### config.mk
export PLATFORM = sky130hd
export DESIGN_NAME = pc_fetch_unit
export DESIGN_NICKNAME = d
export VERILOG_FILES = /design/src/rtl/pc_fetch_unit.sv
export SDC_FILE = /design/constraint.sdc
export NUM_CORES = 1
export LEC_CHECK = 0
export BUFFER_PORTS_ARGS = -buffer_cell sky130_fd_sc_hd__buf_4
export CAP_MARGIN = 0
export CORE_MARGIN = 10
export CORE_UTILIZATION = 45
export CTS_CLUSTER_DIAMETER = 100
export DETAILED_ROUTE_END_ITERATION = 6
export HOLD_SLACK_MARGIN = 0.15
export PLACE_DENSITY = 0.84
export SYNTH_ARGS = -nofsm -noshare
export SYNTH_HDL_FRONTEND = slang
export SYNTH_SLANG_ARGS = --single-unit
### constraint.sdc
create_clock -name clk -period 2.6 [get_ports clk]
set_clock_uncertainty 0.15 [all_clocks]
set_input_delay 0.52 -clock clk [delete_from_list [all_inputs] [get_ports clk]]
set_output_delay 0.52 -clock clk [all_outputs]
set_load 0.005 [all_outputs]
### src/rtl/pc_fetch_unit.sv
`default_nettype none
//==========================================================================
// Module   : pc_fetch_unit
// Purpose  : Single-outstanding instruction fetch FSM with next-PC select
//            and flush/redirect. Macro PC_MISALIGN_TRAP_EN sends misaligned
//            targets to TRAP_VECTOR and pulses misalign.
// Revision : 1.0 - initial release
//==========================================================================
module pc_fetch_unit #(
    parameter int unsigned     XLEN         = 32,
    parameter logic [XLEN-1:0] RESET_VECTOR = 32'h0000_0000,
    parameter logic [XLEN-1:0] TRAP_VECTOR  = 32'h0000_0100
) (
    input  logic            clk,
    input  logic            rst_n,
    input  logic [1:0]      pc_sel,
    input  logic [XLEN-1:0] branch_target,
    input  logic [XLEN-1:0] jalr_target,
    input  logic            flush,
    output logic            imem_req,
    output logic [XLEN-1:0] imem_addr,
    input  logic            imem_gnt,
    input  logic            imem_rvalid,
    input  logic [XLEN-1:0] imem_rdata,
    output logic            instr_valid,
    input  logic            instr_ready,
    output logic [XLEN-1:0] instr,
    output logic [XLEN-1:0] pc,
    output logic            misalign
);

    typedef enum logic [1:0] {
        S_IDLE = 2'd0,
        S_REQ  = 2'd1,
        S_WAIT = 2'd2,
        S_HOLD = 2'd3
    } state_t;

    localparam logic [XLEN-1:0] c_four       = XLEN'(4);
    localparam logic [XLEN-1:0] c_align_mask = ~XLEN'(3);

    state_t          r_state;
    state_t          w_next_state;
    logic [XLEN-1:0] r_addr;
    logic [XLEN-1:0] r_pc;
    logic [XLEN-1:0] r_instr;
    logic            r_drop;
    logic [XLEN-1:0] w_raw_target;
    logic [XLEN-1:0] w_target;
    logic            w_load_addr;
    logic            w_capture;
    logic            w_drop_set;
    logic            w_drop_clr;
    logic            w_imem_req;
    logic            w_instr_valid;

    // pc+4 is relative to the current fetch address, which equals pc in HOLD
    always_comb begin
        case (pc_sel)
            2'b00:   w_raw_target = r_addr + c_four;
            2'b01:   w_raw_target = branch_target;
            2'b10:   w_raw_target = jalr_target;
            default: w_raw_target = TRAP_VECTOR;
        endcase
    end

`ifdef PC_MISALIGN_TRAP_EN
    logic w_misaligned;
    logic r_misalign;

    assign w_misaligned = |w_raw_target[1:0];
    assign w_target     = w_misaligned ? TRAP_VECTOR : w_raw_target;

    always_ff @(posedge clk or negedge rst_n) begin
        if (!rst_n) begin
            r_misalign <= 1'b0;
        end else begin
            r_misalign <= w_load_addr & w_misaligned;
        end
    end

    assign misalign = r_misalign;
`else
    assign w_target = w_raw_target & c_align_mask;
    assign misalign = 1'b0;
`endif

    always_ff @(posedge clk or negedge rst_n) begin
        if (!rst_n) begin
            r_state <= S_IDLE;
        end else begin
            r_state <= w_next_state;
        end
    end

    always_comb begin
        w_next_state  = r_state;
        w_load_addr   = 1'b0;
        w_capture     = 1'b0;
        w_drop_set    = 1'b0;
        w_drop_clr    = 1'b0;
        w_imem_req    = 1'b0;
        w_instr_valid = 1'b0;
        case (r_state)
            S_IDLE: w_next_state = S_REQ;
            S_REQ: begin
                w_imem_req = 1'b1;
                if (flush) begin
                    w_load_addr = 1'b1;
                    // A granted-but-unreturned request must have its data dropped
                    if (imem_gnt && !imem_rvalid) begin
                        w_drop_set   = 1'b1;
                        w_next_state = S_WAIT;
                    end
                end else if (imem_gnt) begin
                    if (imem_rvalid) begin
                        w_capture    = 1'b1;
                        w_next_state = S_HOLD;
                    end else begin
                        w_next_state = S_WAIT;
                    end
                end
            end
            S_WAIT: begin
                if (flush) begin
                    w_load_addr = 1'b1;
                end
                if (imem_rvalid) begin
                    w_drop_clr = 1'b1;
                    if (flush || r_drop) begin
                        w_next_state = S_REQ;
                    end else begin
                        w_capture    = 1'b1;
                        w_next_state = S_HOLD;
                    end
                end else if (flush) begin
                    w_drop_set = 1'b1;
                end
            end
            S_HOLD: begin
                w_instr_valid = 1'b1;
                if (instr_ready || flush) begin
                    w_load_addr  = 1'b1;
                    w_next_state = S_REQ;
                end
            end
            default: w_next_state = S_IDLE;
        endcase
    end

    always_ff @(posedge clk or negedge rst_n) begin
        if (!rst_n) begin
            r_addr  <= RESET_VECTOR;
            r_pc    <= RESET_VECTOR;
            r_instr <= '0;
            r_drop  <= 1'b0;
        end else begin
            if (w_load_addr) begin
                r_addr <= w_target;
            end
            if (w_capture) begin
                r_instr <= imem_rdata;
                r_pc    <= r_addr;
            end
            if (w_drop_set) begin
                r_drop <= 1'b1;
            end else if (w_drop_clr) begin
                r_drop <= 1'b0;
            end
        end
    end

    assign imem_req    = w_imem_req;
    assign imem_addr   = r_addr;
    assign instr_valid = w_instr_valid;
    assign instr       = r_instr;
    assign pc          = r_pc;

endmodule
`default_nettype wire
==> results.ini, run 1 <==
[run_status]
outcome=completed

[timing]
slew_headroom_pct=22.96
worst_slew_pin_slew_ns=1.150
hold_viol=0
fin_crit_sh_pct=88.81
max_freq_ghz=0.4331
fin_tns_setup_ns=0
finalSetupViolations=0
drv_slew=0
rsz0062_at_grt=false
period_needed_ns=2.309

[global_route]
grt_overflow=0
grt_max_degree=63
grtUsageTotal_pct=19.06
grt_pass1_wl_um=23090
grt_pass1_vias=4293
grt_antenna_before_repair=0

[hold_path]
min_path_type=input port to flip-flop

[cells_and_area]
multi_input_area_mm2=0.002152
layout.area.seq_mm2=0.002377
finalNonFillerCells=763
nets=731
final_layout_size_suffix_gt1_share_pct=45.61
n_antenna_cell=0
n_fill_cell=846
syn2layout_area_growth_pct=38.81

[logic_synthesis]
synthFlopType=dfrtp_1
yosysSeqAreaShare_pct=50.40
yosysUniqueCellTypes=51
synth_edf_count=0
avgSynthCellArea_um2=10.94
ys_ff_latch=95
syn_inst=431
async_flop_share_pct=100.0
yosysWarnings=0
synth_area_mm2=0.004717

[critical_path]
cp-start-kind=flip-flop
rrSetupSlack_ns=0.29
crit_required_ns=2.72
reg2reg_to=imem_addr[18]
r2r_start=imem_addr[2]
path_max_fanout=6
ff2ff_path_depth=6
crit_end=imem_addr[18]
worstSetupPathType=flip-flop to flip-flop
endpoint_kind=flip-flop
cp_data_arrival_time_ns=2.43
startpoint=imem_addr[2]

[clock_network]
clk_pin_slew_ns=0.10
cts_setup_buffers=0
ctsResizeCount=0
clockRootBuffer=clkbuf_8
cts_sinks=95
clk_latency_ns=0.35
htreeDepth=3
cts_buffers=9
cts_tree=built
clk_path_buf_depth=2

[route]
wl_per_cell_um=19.48
drc_errors=0
drt-total-wl_um=14860
first_pass_iters=5
drt_iter0_markers=313
drtAntennaViolNets=0
drt-vias-per-instance=5.624
vias=4291

[pwr]
total_power_mw=6.527
combPwrFrac_pct=42.4
p_switching_mw=2.285
power.share.clock_pct=15.3
irDropWorstVdd_mv=0.3930
seqPwrFrac_pct=42.3
power.density_mw_per_mm2=996.8
p_int_mw=4.242
switching_share_pct=35.01
cellLeakagePower_nw=3.136

[floorplanning]
core_area_mm2=0.01028
rows=37
die_y_um=122.4
io_pins=203
dieArea_mm2=0.01498
start_util_pct=45.90
dieWidth_um=122.4

[placed_design]
portBuffers=193
hpwl_um=11430
placedCellCount=746
place.gp.congestion=0.8457

[run]
cap_violations=0

[synthesized netlist by cell type, types with 4 or more instances]
| master | count | area share (%) |
|---|---|---|
| a222oi_1 | 6 | 1.3 |
| a22o_1 | 9 | 1.7 |
| a41oi_1 | 4 | 0.74 |
| buf_2 | 12 | 1.3 |
| inv_1 | 11 | 0.88 |
| a31oi_1 | 9 | 1.2 |
| nor3_1 | 6 | 0.64 |
| nand3_1 | 6 | 0.64 |
| a221oi_1 | 6 | 1.1 |
| nor4_1 | 5 | 0.66 |
| nand2_1 | 26 | 2.1 |
| o21ai_1 | 13 | 1.4 |
| a22oi_1 | 8 | 1.3 |
| mux2_1 | 11 | 2.6 |
| a21oi_1 | 20 | 2.1 |
| nor2_1 | 26 | 2.1 |
| mux2_2 | 51 | 12 |
| o22ai_1 | 7 | 0.93 |
| o31a_1 | 4 | 0.74 |
| dfrtp_1 | 95 | 50 |
| buf_4 | 5 | 0.80 |
| clkbuf_1 | 15 | 1.2 |
| nand4_1 | 5 | 0.66 |
| o21ai_0 | 27 | 2.9 |
| ha_1 | 5 | 1.3 |
[critical path, stage by stage, from the launching register on]
cell and delay (ns):
dfrtp_1 0.48, ha_1 0.30, nand4_1 0.23, nor4_1 0.49, nor4b_1 0.33, a221oi_1 0.09, o21ai_1 0.17
[power groups by stage]
stage	Clock (mW)	Sequential (mW)	Combinational, mW
2_1_floorplan	0	2.71	1.18
3_3_place_gp	0	2.73	2.72
3_5_place_dp	0	2.79	2.82
4_1_cts	1.03	2.76	2.82
5_1_grt	1.11	2.86	3.07
6_report	1.00	2.76	2.77
[routing by layer]
| layer | GRT usage [%] | wire, um | up-vias |
|---|---|---|---|
| li1 | - | - | 1980 |
| met1 | 23.99 | 6180 | 2107 |
| met2 | 31.19 | 7172 | 194 |
| met3 | 5.831 | 1377 | 10 |
| met4 | 5.155 | 134 | 0 |
| met5 | 0 | 0 | - |
[final cells by class]
| class | instances | share of cell area [%] |
|---|---|---|
| Sequential cell | 95 | 36.31 |
| Inverter | 11 | 0.6306 |
| Clock buffer | 10 | 2.102 |
| Timing Repair Buffer | 210 | 24.50 |
| Clock inverter | 6 | 0.9937 |
| Tap cell | 136 | 2.599 |
| Multi-Input combinational cell | 295 | 32.87 |
[logic make-up (layout without fill, tap and decap cells)]
kind of cell             Yosys count  in the layout  synth area share [%]
AO/OA/AOI/OAI                    124            124                 17.32
flip-flops                        95             95                 50.40
AND/OR/NAND/NOR                   95             95                 10.85
multiplexers                      63             63                 15.01
buffers and inverters             45            237                 4.456
adder cells (fa/ha/maj)            5              5                 1.326
XOR/XNOR                           3              3                0.5571
other                              1              5               0.07950
[through the flow]
step	hold slack (ns)	util (%)	instance area, um2	setup slack [ns]
floorplan	0.07441	-	4732	0.5668
global route	0.2047	63.71	6548	0.02780
detailed placement	0.3328	61.64	6335	0.1398
CTS	0.1976	63.71	6548	0.2813
finish	0.2211	63.71	6548	0.2910
global placement	0.3258	61.64	6335	0.2272
[cells in the final DEF (no fill, tap or decap), types with 3 or more instances in the layout]
master,synthesis,layout
nand4_1,5,5
nor2_1,26,26
o21ai_0,27,27
a222oi_1,6,6
o22ai_1,7,7
nand3_1,6,6
nor4_1,5,5
clkbuf_8,0,10
a21oi_1,20,20
a22oi_1,8,8
and3_1,3,3
o2bb2ai_1,3,3
a31oi_1,9,9
a221oi_1,6,6
mux2_2,51,51
o21ai_1,13,13
buf_4,5,207
nor3_1,6,6
a22o_1,9,9
nand2_1,26,25
dfrtp_1,95,95
o31a_1,4,4
conb_1,1,5
a41oi_1,4,4
nor3b_1,3,3
mux2_1,11,11
inv_1,11,11
ha_1,5,5
[sequential cells by signal, summed over array words and instances (netlist names)]
signal	cells
instr	32
imem_addr	30
pc	30
r_state	2
r_drop	1
[how the worst min path moves through the flow]
| stage | to | from | slack, ns | cells past startpoint |
|---|---|---|---|---|
| 2_1_floorplan | imem_addr[10] | rst_n | 0.07 | 0 |
| 3_3_place_gp | instr[30] | instr[30] | 0.33 | 1 |
| 3_5_place_dp | instr[30] | instr[30] | 0.33 | 1 |
| 4_1_cts | instr[30] | imem_rdata[30] | 0.20 | 2 |
| 5_1_grt | instr[30] | imem_rdata[30] | 0.20 | 2 |
| 6_report | instr[30] | imem_rdata[30] | 0.22 | 2 |
[timing repair]
action                     CTS  global route
setup endpoints to repair    0             0
hold buffers                 1             0
hold endpoints to repair    45             0
Power figures use the tool's default switching activity.
==> inputs of run 2 (changes only) <==
Settings changed: CORE_ASPECT_RATIO set to 0.6.
==> run 2 against run 1 <==
Net effect: critical path depth up 1; critical endpoint is now imem_addr[28]; total power is 4.4% higher; largest cell class unchanged; die area increased by 0.90%; non-clock buffer count is 1 higher; cell area increased by 1.6%; routed wire length is 4.4% higher; sequential power up 2%; highest routed layer unchanged; count of clock-buffer cells in the layout shrank 1.
==> results.ini, run 2 (same netlist as run 1, synthesis figures left out) <==
[timing]
fin_ws_ns=0.3117  ; +0.02075 ns
rsz0062_at_grt=false
drv_slew=0  ; unchanged
slew_headroom_pct=33.80  ; +11 points
fin_crit_sh_pct=88.01  ; -0.80 points
fin_tns_setup_ns=0  ; unchanged
max_freq_ghz=0.4370  ; +0.91%
period_needed_ns=2.288  ; -0.02075 ns
hold_viol=0  ; unchanged
finalSetupViolations=0  ; unchanged
worst_slew_pin_slew_ns=0.9885  ; -0.1619 ns

[clock_network]
cts_tree=built
clk_pin_slew_ns=0.07  ; -0.03 ns
cts_buffers=9  ; unchanged
clk_path_buf_depth=2  ; unchanged
clockRootBuffer=clkbuf_16
cts_sinks=95  ; unchanged
htreeDepth=3  ; unchanged
ctsResizeCount=0  ; unchanged
clk_latency_ns=0.34  ; about the same

[critical_path]
crit_slowest_cell=buf_4
crit_required_ns=2.68  ; -0.04 ns
r2r_start=r_state[0]
worstSetupPathType=flip-flop to flip-flop
path_buf_inv=2  ; +2
max_stage_delay_ns=0.41  ; -0.08 ns
ff2ff_path_depth=7  ; +1
critical_path_depth=7  ; +1
cp_data_arrival_time_ns=2.37  ; -0.06 ns
startpoint=r_state[0]
cp_cell_sequence=inv_1 -> ha_1 -> o21ai_1 -> a21o_1 -> buf_4 -> o32a_1 -> o21ai_1
endpoint_kind=flip-flop
cpMostUsedCell=o21ai_1
rrSetupSlack_ns=0.31  ; +0.02 ns
crit_family=compound AO/OA/AOI/OAI gates
path_max_fanout=39  ; +33
cp-start-kind=flip-flop

[run_status]
outcome=completed

[cells_and_area]
final_layout_size_suffix_gt1_share_pct=45.70  ; +0.087 points
n_antenna_cell=0  ; unchanged
layout.area.seq_mm2=0.002377  ; unchanged
multi_input_area_mm2=0.002152  ; unchanged
final_common_cell=buf_4
n_fill_cell=770  ; -9.0%
syn2layout_area_growth_pct=40.98
layout_common_cells=buf_4 (207), dfrtp_1 (95), mux2_2 (51), o21ai_0 (27), nor2_1 (26)
nets=732  ; +0.14%
largest_reg_flops=32  ; unchanged

[hold_path]
min_delay_path_depth=2  ; unchanged
min_path_type=input port to flip-flop
hold_path_startpoint=imem_rdata[28]

[floorplanning]
dieWidth_um=152.2  ; +24%
core_area_mm2=0.01005  ; -2.2%
dieArea_mm2=0.01511  ; +0.90%
die_y_um=99.31  ; -19%
rows=28  ; -24%
io_pins=203  ; unchanged
start_util_pct=46.91  ; +1.0 points

[pwr]
cellLeakagePower_nw=3.184  ; +1.5%
power.density_mw_per_mm2=1024  ; +2.8%
irDropWorstVdd_mv=0.6373  ; +62%

[global_route]
grt_max_degree=51  ; -19%
grt_pass1_vias=4507  ; +5.0%
grtUsageTotal_pct=19.67  ; +0.62 points
grt_antenna_before_repair=0  ; unchanged
grt_overflow=0  ; unchanged
grt_pass1_wl_um=24430  ; +5.8%

[placed_design]
place.gp.congestion=0.8552  ; +1.1%
hpwl_um=12210  ; +6.8%
portBuffers=193  ; unchanged
pre_cts_ws_ns=0.3170  ; +0.1772 ns

[route]
drt-vias-per-instance=5.637  ; +0.23%
drt-total-wl_um=15520  ; +4.4%
drt_iter0_markers=302  ; -3.5%
vias=4301  ; +0.23%
first_pass_iters=6  ; +1
drtAntennaViolNets=0  ; unchanged
drc_errors=0  ; unchanged
wl_per_cell_um=20.35  ; +4.4%

[run]
cap_violations=0  ; unchanged

-- run 2: changes by cell type in the layout (fill, tap and decap cells not counted) --
cell,change
clkbuf_16,+9
clkinv_4,+1
inv_8,+2
clkinv_2,-1
clkbuf_8,-10
bufinv_16,-1
buf_12,+1
-- run 2: metal layers --
layer	vias up	part of all wire (%)	global-route usage (%)
li1	1993	-	-
met1	2091	42	24.58
met2	204	47	32.40
met3	13	9.9	7.011
met4	0	0.72	3.979
met5	-	0	0
-- run 2: path summary, 6_finish.rpt --
path | end
worst max-delay path | imem_addr[28]
min in group asynchronous | pc[18]
worst max register to register | imem_addr[28]
worst min-delay path | instr[28]
max in group asynchronous | imem_addr[2]
worst min register to register | instr[24]
-- run 2: final cells by class --
| class | instances | area share [%] |
|---|---|---|
| clock buffers | 9 | 3.387 |
| clock inverters | 7 | 0.9219 |
| inverters | 11 | 0.6209 |
| multi-input cells | 295 | 32.36 |
| flip-flops and latches | 95 | 35.75 |
| well taps | 135 | 2.540 |
| repair buffers | 211 | 24.42 |
-- run 2: power breakdown --
part | total, mW | internal, mW | switching (mW) | leakage, nW
clock | 1.27 | 0.669 | 0.601 | 0.140
combinational | 2.73 | 1.59 | 1.14 | 1.85
sequential | 2.81 | 2.15 | 0.657 | 1.19
-- run 2: stage by stage --
step	cells	area [um2]	util, %	total power, mW	hold slack, ns
floorplan	435	4732	-	3.892	0.07441
global placement	746	6354	63.19	5.422	0.3256
detailed placement	746	6354	63.19	5.597	0.3335
CTS	763	6650	66.14	6.877	0.2256
global route	763	6650	66.14	7.266	0.2251
finish	763	6650	66.14	6.812	0.2361
-- run 2: repair_timing --
action	in CTS	in global routing
hold buffers	1	0
endpoints found under the setup margin	0	0
hold endpoints to repair	48	0
setup buffers	0	0
